==> config.mk <==
export PLATFORM = sky130hd
export DESIGN_NAME = rfphoenix_icache_refill
export DESIGN_NICKNAME = d
export VERILOG_FILES = /design/src/rtl/rfphoenix_icache_refill.sv
export SDC_FILE = /design/constraint.sdc
export NUM_CORES = 1
export LEC_CHECK = 0
export ABC_AREA = 1
export CAP_MARGIN = 10
export CORE_AREA = 2 2 331 333
export CTS_BUF_LIST = sky130_fd_sc_hd__clkbuf_16
export DETAILED_ROUTE_END_ITERATION = 10
export DIE_AREA = 0 0 333 335
export PLACE_DENSITY = 0.58
export SLEW_MARGIN = 20
export SYNTH_ARGS = -nofsm -noshare
export SYNTH_HDL_FRONTEND = slang
export SYNTH_SLANG_ARGS = --single-unit
==> constraint.sdc <==
create_clock -name clk -period 2.85 [get_ports clk]
set_clock_uncertainty 0.2 [all_clocks]
set_input_delay 0.57 -clock clk [delete_from_list [all_inputs] [get_ports clk]]
set_output_delay 0.57 -clock clk [all_outputs]
set_load 0.02 [all_outputs]
==> src/rtl/rfphoenix_icache_refill.sv <==
// rfPhoenix instruction-cache miss handler: tag compare, 4-beat line refill, tag/data write.
// Define RFPHOENIX_ICACHE_LFSR_EN to choose victims from a 16-bit LFSR instead of round-robin.
module rfphoenix_icache_refill #(
    parameter int LINES = 128,
    parameter int WAYS  = 4,
    parameter int AWID  = 32
) (
    input  logic                       clk,
    input  logic                       rst_n,
    input  logic [AWID-1:0]            ip,
    input  logic                       ip_v,
    input  logic [WAYS-1:0][AWID-1:6]  tag,
    output logic                       hit,
    output logic [1:0]                 hit_way,
    output logic                       stall,
    output logic                       mem_req,
    output logic [AWID-1:0]            mem_adr,
    input  logic                       mem_ack,
    input  logic [127:0]               mem_dat,
    output logic                       wr,
    output logic [AWID-1:0]            ipo,
    output logic [1:0]                 way,
    output logic [511:0]               line
);

    localparam int IDX_LSB = 6;
    localparam int IDX_MSB = IDX_LSB + $clog2(LINES) - 1;

    typedef enum logic [2:0] {IDLE, REQ, FILL, WRITE, SETTLE} state_t;

    state_t            state_reg, state_next;
    logic [AWID-1:0]   rip_reg, rip_next;
    logic              rip_v_reg, rip_v_next;
    logic [AWID-1:0]   miss_reg, miss_next;
    logic [1:0]        vway_reg, vway_next;
    logic [1:0]        beat_reg, beat_next;
    logic              mem_req_reg, mem_req_next;
    logic [AWID-1:0]   mem_adr_reg, mem_adr_next;
    logic              wr_reg, wr_next;
    logic [AWID-1:0]   ipo_reg, ipo_next;
    logic [1:0]        way_reg, way_next;
    logic [511:0]      line_reg, line_next;
    logic [WAYS-1:0]   match;
    logic [1:0]        victim_sel;
    logic              ack_ok;

    generate
        for (genvar gi = 0; gi < WAYS; gi++) begin : g_match
            assign match[gi] = (tag[gi] == rip_reg[AWID-1:6]);
        end
    endgenerate

    // Beats only count while a refill is outstanding; stray acks elsewhere are dropped.
    assign ack_ok = mem_ack && (state_reg == REQ || state_reg == FILL);

`ifdef RFPHOENIX_ICACHE_LFSR_EN
    logic [15:0] lfsr_reg;

    always_ff @(posedge clk) begin
        if (!rst_n)
            lfsr_reg <= 16'hACE1;
        else
            lfsr_reg <= {lfsr_reg[14:0], lfsr_reg[15] ^ lfsr_reg[13] ^ lfsr_reg[12] ^ lfsr_reg[10]};
    end

    assign victim_sel = lfsr_reg[1:0];
`else
    logic [1:0] rr_reg;

    always_ff @(posedge clk) begin
        if (!rst_n)
            rr_reg <= 2'd0;
        else if (state_reg == WRITE)
            rr_reg <= (rr_reg == 2'(WAYS - 1)) ? 2'd0 : rr_reg + 2'd1;
    end

    assign victim_sel = rr_reg;
`endif

    always_ff @(posedge clk) begin
        if (!rst_n)
            state_reg <= IDLE;
        else
            state_reg <= state_next;
    end

    always_comb begin
        state_next = state_reg;
        case (state_reg)
            IDLE:    if (rip_v_reg && !hit) state_next = REQ;
            REQ:     if (mem_ack) state_next = FILL;
            FILL:    if (mem_ack && beat_reg == 2'd3) state_next = WRITE;
            WRITE:   state_next = SETTLE;
            SETTLE:  state_next = IDLE;
            default: state_next = IDLE;
        endcase
    end

    always_comb begin
        hit     = rip_v_reg && (|match);
        hit_way = 2'd0;
        for (int w = WAYS - 1; w >= 0; w--)
            if (match[w]) hit_way = 2'(w);
        stall   = (state_reg == IDLE) ? (rip_v_reg && !hit) : 1'b1;

        rip_next     = rip_reg;
        rip_v_next   = rip_v_reg;
        miss_next    = miss_reg;
        vway_next    = vway_reg;
        beat_next    = beat_reg;
        mem_req_next = mem_req_reg;
        mem_adr_next = mem_adr_reg;
        wr_next      = 1'b0;
        ipo_next     = ipo_reg;
        way_next     = way_reg;
        line_next    = line_reg;

        if (state_reg == IDLE) begin
            rip_next   = ip;
            rip_v_next = ip_v;
        end
        if (state_reg == IDLE && state_next == REQ) begin
            miss_next    = rip_reg;
            vway_next    = victim_sel;
            mem_req_next = 1'b1;
            mem_adr_next = {rip_reg[AWID-1:6], 6'b0};
        end
        if (ack_ok) begin
            beat_next = beat_reg + 2'd1;
            line_next[{beat_reg, 7'b0} +: 128] = mem_dat;
        end
        // Tag write address keeps tag, set index and offset of the missing fetch.
        if (state_reg == FILL && state_next == WRITE) begin
            mem_req_next = 1'b0;
            wr_next      = 1'b1;
            ipo_next     = {miss_reg[AWID-1:IDX_MSB+1], miss_reg[IDX_MSB:IDX_LSB], miss_reg[IDX_LSB-1:0]};
            way_next     = vway_reg;
        end
    end

    always_ff @(posedge clk) begin
        if (!rst_n) begin
            rip_reg     <= '0;
            rip_v_reg   <= 1'b0;
            miss_reg    <= '0;
            vway_reg    <= 2'd0;
            beat_reg    <= 2'd0;
            mem_req_reg <= 1'b0;
            mem_adr_reg <= '0;
            wr_reg      <= 1'b0;
            ipo_reg     <= '0;
            way_reg     <= 2'd0;
            line_reg    <= '0;
        end else begin
            rip_reg     <= rip_next;
            rip_v_reg   <= rip_v_next;
            miss_reg    <= miss_next;
            vway_reg    <= vway_next;
            beat_reg    <= beat_next;
            mem_req_reg <= mem_req_next;
            mem_adr_reg <= mem_adr_next;
            wr_reg      <= wr_next;
            ipo_reg     <= ipo_next;
            way_reg     <= way_next;
            line_reg    <= line_next;
        end
    end

    assign mem_req = mem_req_reg;
    assign mem_adr = mem_adr_reg;
    assign wr      = wr_reg;
    assign ipo     = ipo_reg;
    assign way     = way_reg;
    assign line    = line_reg;

endmodule

==> key figures, run 1 <==
Global route
  – Global-route usage over all layers: 21.7%
  – First-pass GRT wire length: 181 mm
  – Antenna violations before repair: 14
  – Largest net degree at the start of global routing: 159
  – GRT overflow: 0
  – Vias in the first global route: 25503

Finish
  – Final nets: 4411
  – Layout cells sized above 1: 8.06%
  – Post-synthesis to final-layout area growth: 49.4%
  – Commonest non-fill, non-tap cell in the layout: clkdlybuf4s50_1
  – Fillers: 11304
  – Design area: 0.0392 mm²
  – Commonest non-fill, non-tap cells in the layout: 839 x clkdlybuf4s50_1, 708 x nand2_1, 611 x dfxtp_1, 439 x a21oi_1, 347 x nand4_1
  – Largest register FFs: 512

Power and ir drop
  – Pleak: 14.1 nW
  – Peak VDD IR: 408 µV
  – PwrDens: 564 mW/mm²

Drt
  – DRT antenna net count: 0
  – Initial DRC Count: 2238
  – Via count: 27307
  – DR WL/cell: 22.6 µm
  – Vias/cell: 4.86
  – DRC Markers: 0
  – Final wirelength: 127 mm
  – Drt first pass iters: 5

Placement
  – Post-DP HPWL: 89.2 mm
  – Placed Area: 0.0367 mm²
  – Routability congestion estimate: 0.919
  – I/O Buffers: 845

STA
  – Fin. max-slew vios: 0
  – Final hold viol count: 0
  – RSZ-0062 raised after global routing: yes
  – Setup violators final: 4
  – Min Hold Slack: 0.0816 ns
  – Post-layout min period: 2.99 ns
  – F_max: 334 MHz
  – Slew @ Worst Pin: 0.959 ns
  – Slew margin rel.: 36.1%
  – Final period util: 105%
  – Final worst slack: -0.144 ns

Synth
  – Post-Syn Instances: 3421
  – Syn Area/Cell: 7.68 µm²
  – Post-synthesis simple-gate area fraction: 23.6%
  – Seq/Total Area, Yosys: 47.4%
  – Number of synthesized register bits: 622
  – Synth Area in Compound Gates: 15.8%
  – Post-synthesis xor/xnor area fraction: 2.03%
  – Post-Synth Adder-Cell Area: 0.286%
  – Library cells used by synthesis: 32
  – Mapped Area: 0.0263 mm²
  – Main combinational cell family by area after synthesis: simple AND/OR/NAND/NOR gates
  – Ys Warns: 0
  – Multiplexer share of the synthesized area: 0%

Setup path
  – Crit. End Element: primary output
  – Critical Path RT: 2.08 ns
  – Worst setup path end: hit
  – Worst setup path start: rip_reg[26]
  – Minimum setup slack among reg-to-reg paths: 0.27 ns
  – Reg2reg end: miss_reg[6]
  – Worst path cell trace: buf_6 -> xor2_1 -> nor2_1 -> nand2_1 -> nor2_2 -> nand3_2 -> nand2_4 -> nor2_8 -> nor2_1 -> buf_4
  – Reg2Reg Depth: 15
  – Crit path largest cell delay: 0.38 ns
  – CP arrival: 2.22 ns
  – Worst r2r src: rip_reg[26]
  – CP dominant cell by count: nor2_1
  – Largest fanout on the critical path: 3
  – Slowest-stage cell, CP: dfxtp_4
  – CP Class: flop to primary output
  – Type of origin of the critical path: flop

Floorplan
  – Starting Density: 24.3%
  – DIE WIDTH: 333 µm
  – Core Region: 0.108 mm²
  – Die area: 0.112 mm²
  – IO Pins: 852
  – Rows: 121
  – Die height: 335 µm

Flow run
  – Max-cap viol count: 0

Clock tree
  – Htree depth: 3
  – CTS Hold Bufs: 0
  – Worst skew pair latency: 0.64 ns
  – CTS root buf: clkbuf_16
  – Clock buffer depth: 3
  – Inserted Clock Buffers: 76
  – CTS tree: done
  – CTS sink count: 622
  – Clock transition at path regs: 0.06 ns

Run status
  – Status: complete, but fails checks
  – Violated checks: negative setup slack

Hold path
  – Hold crit path type: input port to flop
[worst max-delay path, delay by kind of cell (launching register included)]
family                 cells  cell delay [ns]
buffers and inverters      2             0.28
flip-flops                 1             0.38
XOR/XNOR                   1             0.13
AND/OR/NAND/NOR            7             0.80
[metrics by stage]
| step | util, % | setup TNS (ns) | power (mW) | setup WS [ns] | instances |
|---|---|---|---|---|---|
| CTS | 36.2 | -0.564 | 22.4 | -0.179 | 5609 |
| floorplan | - | 0 | 10.9 | 0.200 | 3426 |
| detailed placement | 33.9 | -11.85 | 12.8 | -0.614 | 5474 |
| global placement | 33.9 | -11.88 | 12.8 | -0.671 | 5474 |
| global route | 36.3 | -0.828 | 23.0 | -0.240 | 5613 |
| finish | 36.3 | -0.444 | 22.1 | -0.144 | 5615 |
[cells by family (layout without fill, tap and decap cells)]
group                      after synthesis  after routing
adders and majority gates                6              6
buffers and inverters                  684           1454
AOI/OAI and AO/OA                      740            740
other                                    1             11
DFF                                    622            622
xor gates and xnor gates                61             61
and+or+nand+nor                       1307           1307
[cell type report]
class | instances | area [µm²] | area share, %
Clock inverter | 61 | 507 | 1.29
Clock buffer | 76 | 1900 | 4.85
Antenna cell | 5 | 12.5 | 0.0319
Tap cell | 1414 | 1770 | 4.51
Timing Repair Buffer | 996 | 10100 | 25.9
Multi-Input combinational cell | 2120 | 11200 | 28.5
Inverter | 321 | 1220 | 3.12
Sequential cell | 622 | 12500 | 31.8
[worst min path at each step]
stage,from,to,slack [ns],depth (start not counted)
3_5_place_dp,line[219],line[219],0.24,2
3_3_place_gp,line[250],line[250],0.24,2
4_1_cts,rst_n,wr,0.03,3
6_report,rst_n,wr,0.08,3
2_1_floorplan,rip_reg[1],rip_reg[1],0.23,2
5_1_grt,rst_n,wr,0.07,3
[synthesized netlist by cell type (all sizes together)]
library cell  count  area, µm²
or3              43        269
xor2             61        534
inv             321       1200
a21oi           439       2200
dfxtp           622      12500
nor3              2       15.0
a31oi           114        713
o21a              1       7.51
conb              1       3.75
nand4           347       2170
o21ai            71        355
ha                6       75.1
buf             152        846
nand3            45        248
or3b             43        377
a21boi            1       7.51
clkbuf          211        796
nand2           720       2710
a211oi          114        856
nor2            107        423
[layer usage]
metal  vias to the layer above  wire length (µm)  track usage, %
met3                       218             11200            6.32
met5                         -                30               0
met4                         4              4980            8.85
met2                      1150             57100            34.2
li1                      13018                 -               -
met1                     12917             53400            27.7
[power by group]
group / leakage, nW / internal [mW] / switching [mW]
combinational: 7.84 / 1.30 / 2.25
sequential: 5.03 / 8.91 / 0.147
clock: 1.23 / 5.35 / 4.14
[repair_timing]
action | in CTS | in global routing
setup buffers | 0 | 1
setup endpoints to repair | 4 | 4
hold endpoints to repair | 0 | 0
pin swaps | 21 | 22
gates resized for setup | 60 | 19
Power figures use the tool's default switching activity.
==> run 2, diff against run 1 <==
--- a/config.mk
+++ b/config.mk
@@ -7,11 +7,11 @@
 export LEC_CHECK = 0
 export ABC_AREA = 1
 export CAP_MARGIN = 10
-export CORE_AREA = 2 2 331 333
+export CORE_AREA = 2 2 330 332
 export CTS_BUF_LIST = sky130_fd_sc_hd__clkbuf_16
 export DETAILED_ROUTE_END_ITERATION = 10
-export DIE_AREA = 0 0 333 335
-export PLACE_DENSITY = 0.58
+export DIE_AREA = 0 0 332 334
+export PLACE_DENSITY = 0.59
 export SLEW_MARGIN = 20
 export SYNTH_ARGS = -nofsm -noshare
 export SYNTH_HDL_FRONTEND = slang
==> run 2 against run 1 <==
  * The run still ends with negative setup slack left
  * Setup slack worse by 0.15 ns
  * Critical path depth grew 2
  * Sequential share of layout area barely moved
  * Combinational power is essentially flat
  * Utilization rose by 0.13 points
  * Via count grew 0.15%
  * Sequential power hardly changed
  * Worst hold slack better by 0.069 ns
  * Clock power down 1%
  * Critical path type unchanged
  * Largest power group unchanged
  * Highest routed layer unchanged
==> key figures, run 2 (synthesized netlist as in run 1, its figures left out) <==
Clock tree
  – Worst skew pair latency: 0.63 ns (was 0.64 ns)
  – Clock transition at path regs: 0.06 ns (about the same)
  – Inserted Clock Buffers: 75 (was 76)
  – Clock buffer depth: 3 (unchanged)
  – CTS root buf: clkbuf_16 (unchanged)
  – CTS Hold Bufs: 0 (unchanged)
  – Htree depth: 3 (unchanged)
  – CTS sink count: 622 (unchanged)
  – CTS tree: done (unchanged)

Run status
  – Violated checks: negative setup slack (unchanged)
  – Status: complete, but fails checks (unchanged)

Drt
  – Via count: 27349 (was 27307)
  – Drt first pass iters: 5 (unchanged)
  – DRT antenna net count: 0 (unchanged)
  – Vias/cell: 4.87 (was 4.86)
  – DRC Markers: 0 (unchanged)
  – Final wirelength: 128 mm (was 127 mm)
  – Initial DRC Count: 2366 (was 2238)
  – DR WL/cell: 22.8 µm (was 22.6 µm)

STA
  – Post-layout min period: 3.15 ns (was 2.99 ns)
  – RSZ-0062 raised after global routing: yes (unchanged)
  – F_max: 318 MHz (was 334 MHz)
  – Slew @ Worst Pin: 0.977 ns (was 0.959 ns)
  – Final worst slack: -0.298 ns (was -0.144 ns)
  – Setup violators final: 4 (unchanged)
  – Final hold viol count: 0 (unchanged)
  – Slew margin rel.: 34.9% (was 36.1%)
  – Final period util: 110% (was 105%)
  – Fin. max-slew vios: 0 (unchanged)

Floorplan
  – Core Region: 0.108 mm² (about the same)
  – DIE WIDTH: 332 µm (was 333 µm)
  – Die area: 0.111 mm² (was 0.112 mm²)
  – Rows: 121 (unchanged)
  – IO Pins: 852 (unchanged)
  – Starting Density: 24.4% (was 24.3%)
  – Die height: 334 µm (was 335 µm)

Power and ir drop
  – Peak VDD IR: 416 µV (was 408 µV)
  – Pleak: 14.1 nW (about the same)
  – Reg power frac: 41.2% (was 41.0%)
  – Clock power share: 42.7% (was 42.9%)
  – Gate power share: 16.1% (about the same)
  – Switching part of the total: 29.6% (about the same)
  – PwrDens: 560 mW/mm² (was 564 mW/mm²)
  – P_sw: 6.51 mW (was 6.54 mW)
  – Internal: 15.5 mW (was 15.6 mW)

Finish
  – Largest register FFs: 512 (unchanged)
  – Commonest non-fill, non-tap cells in the layout: 837 x clkdlybuf4s50_1, 710 x nand2_1, 604 x dfxtp_1, 439 x a21oi_1, 347 x nand4_1 (was 839 x clkdlybuf4s50_1, 708 x nand2_1, 611 x dfxtp_1, 439 x a21oi_1, 347 x nand4_1)
  – Core Util, Final: 36.4% (was 36.3%)
  – Post-synthesis to final-layout area growth: 49.5% (was 49.4%)
  – Commonest non-fill, non-tap cell in the layout: clkdlybuf4s50_1 (unchanged)
  – Final nets: 4414 (was 4411)
  – Layout cells sized above 1: 8.24% (was 8.06%)

Placement
  – Routability congestion estimate: 0.900 (was 0.919)
  – Post-DP HPWL: 90.6 mm (was 89.2 mm)
  – Worst slack at placement: -0.653 ns (was -0.614 ns)
  – I/O Buffers: 845 (unchanged)

Setup path
  – CP arrival: 2.38 ns (was 2.22 ns)
  – Crit. End Element: primary output (unchanged)
  – CP Class: flop to primary output (unchanged)
  – Critical Path RT: 2.08 ns (about the same)
  – Type of origin of the critical path: flop (unchanged)
  – Largest fanout on the critical path: 4 (was 3)

Global route
  – Antenna violations before repair: 23 (was 14)
  – First-pass GRT wire length: 182 mm (was 181 mm)
  – Vias in the first global route: 25717 (was 25503)
  – GRT overflow: 0 (unchanged)
  – Largest net degree at the start of global routing: 107 (was 159)
  – Global-route usage over all layers: 22.0% (was 21.7%)

Hold path
  – Hold crit path type: input port to flop (unchanged)

Flow run
  – Max-cap viol count: 0 (unchanged)
[run 2: changes by cell type in the layout (fill, tap and decap cells not counted), sizes merged]
cell	before	now
clkinv	35	27
inv	340	348
buf	157	163
clkdlybuf4s50	839	837
clkinvlp	2	0
clkbuf	76	75
diode	5	6
[run 2: worst paths after layout]
check	start	endpoint	slack [ns]	cells past startpoint
worst min register to register	rip_reg[3]	rip_reg[3]	0.25	2
worst max-delay path	rip_reg[8]	stall	-0.30	12
worst max register to register	rip_reg[8]	miss_reg[26]	0.23	16
worst min-delay path	rst_n	line[99]	0.15	3
[run 2: final cells by class]
class	instances	area (µm²)
fillers	11249	68500
flip-flops and latches	622	12500
multi-input cells	2120	11200
repair buffers	1000	10200
clock buffers	75	1880
well taps	1414	1770
inverters	321	1230
clock inverters	59	478
diodes	6	15.0
[run 2: metal layers]
layer	global-route usage [%]	up-vias	wire [µm]
met5	0	-	44
met4	7.61	6	4130
met3	6.87	186	11700
met2	35.7	1184	58800
met1	27.5	12955	53100
li1	-	13018	-
[run 2: what timing repair did]
action | in CTS | in global routing
setup buffers | 0 | 3
setup endpoints to repair | 4 | 4
pin swaps | 13 | 14
gates resized for setup | 71 | 16
[run 2: worst max-delay path, cell delays in order (launching register included)]
cell	delay [ns]
dfxtp_2	0.35
buf_4	0.15
xor2_1	0.16
nor2_1	0.09
nand3_1	0.12
nor2_1	0.20
nand3_2	0.13
nand2_4	0.11
nor2_8	0.04
buf_6	0.12
nand2_4	0.06
nand2_4	0.06
buf_12	0.15
[run 2: per-stage QoR]
stage	TNS, ns	cell area, µm²	cells	power (mW)	hold slack [ns]
6_report	-0.767	39300	5617	22.0	0.151
5_1_grt	-1.29	39200	5614	22.8	0.129
4_1_cts	-0.611	39200	5608	22.2	0.0796
3_5_place_dp	-13.48	36700	5474	12.8	0.242
3_3_place_gp	-14.07	36700	5474	12.7	0.241
2_1_floorplan	0	26300	3426	10.9	0.230
[run 2: power groups by stage]
stage	clock, mW	sequential [mW]	combinational (mW)
floorplan	0	9.32	1.62
global placement	0	9.23	3.51
detailed placement	0	9.24	3.51
CTS	9.63	9.06	3.55
global route	9.97	9.08	3.79
finish	9.39	9.06	3.53
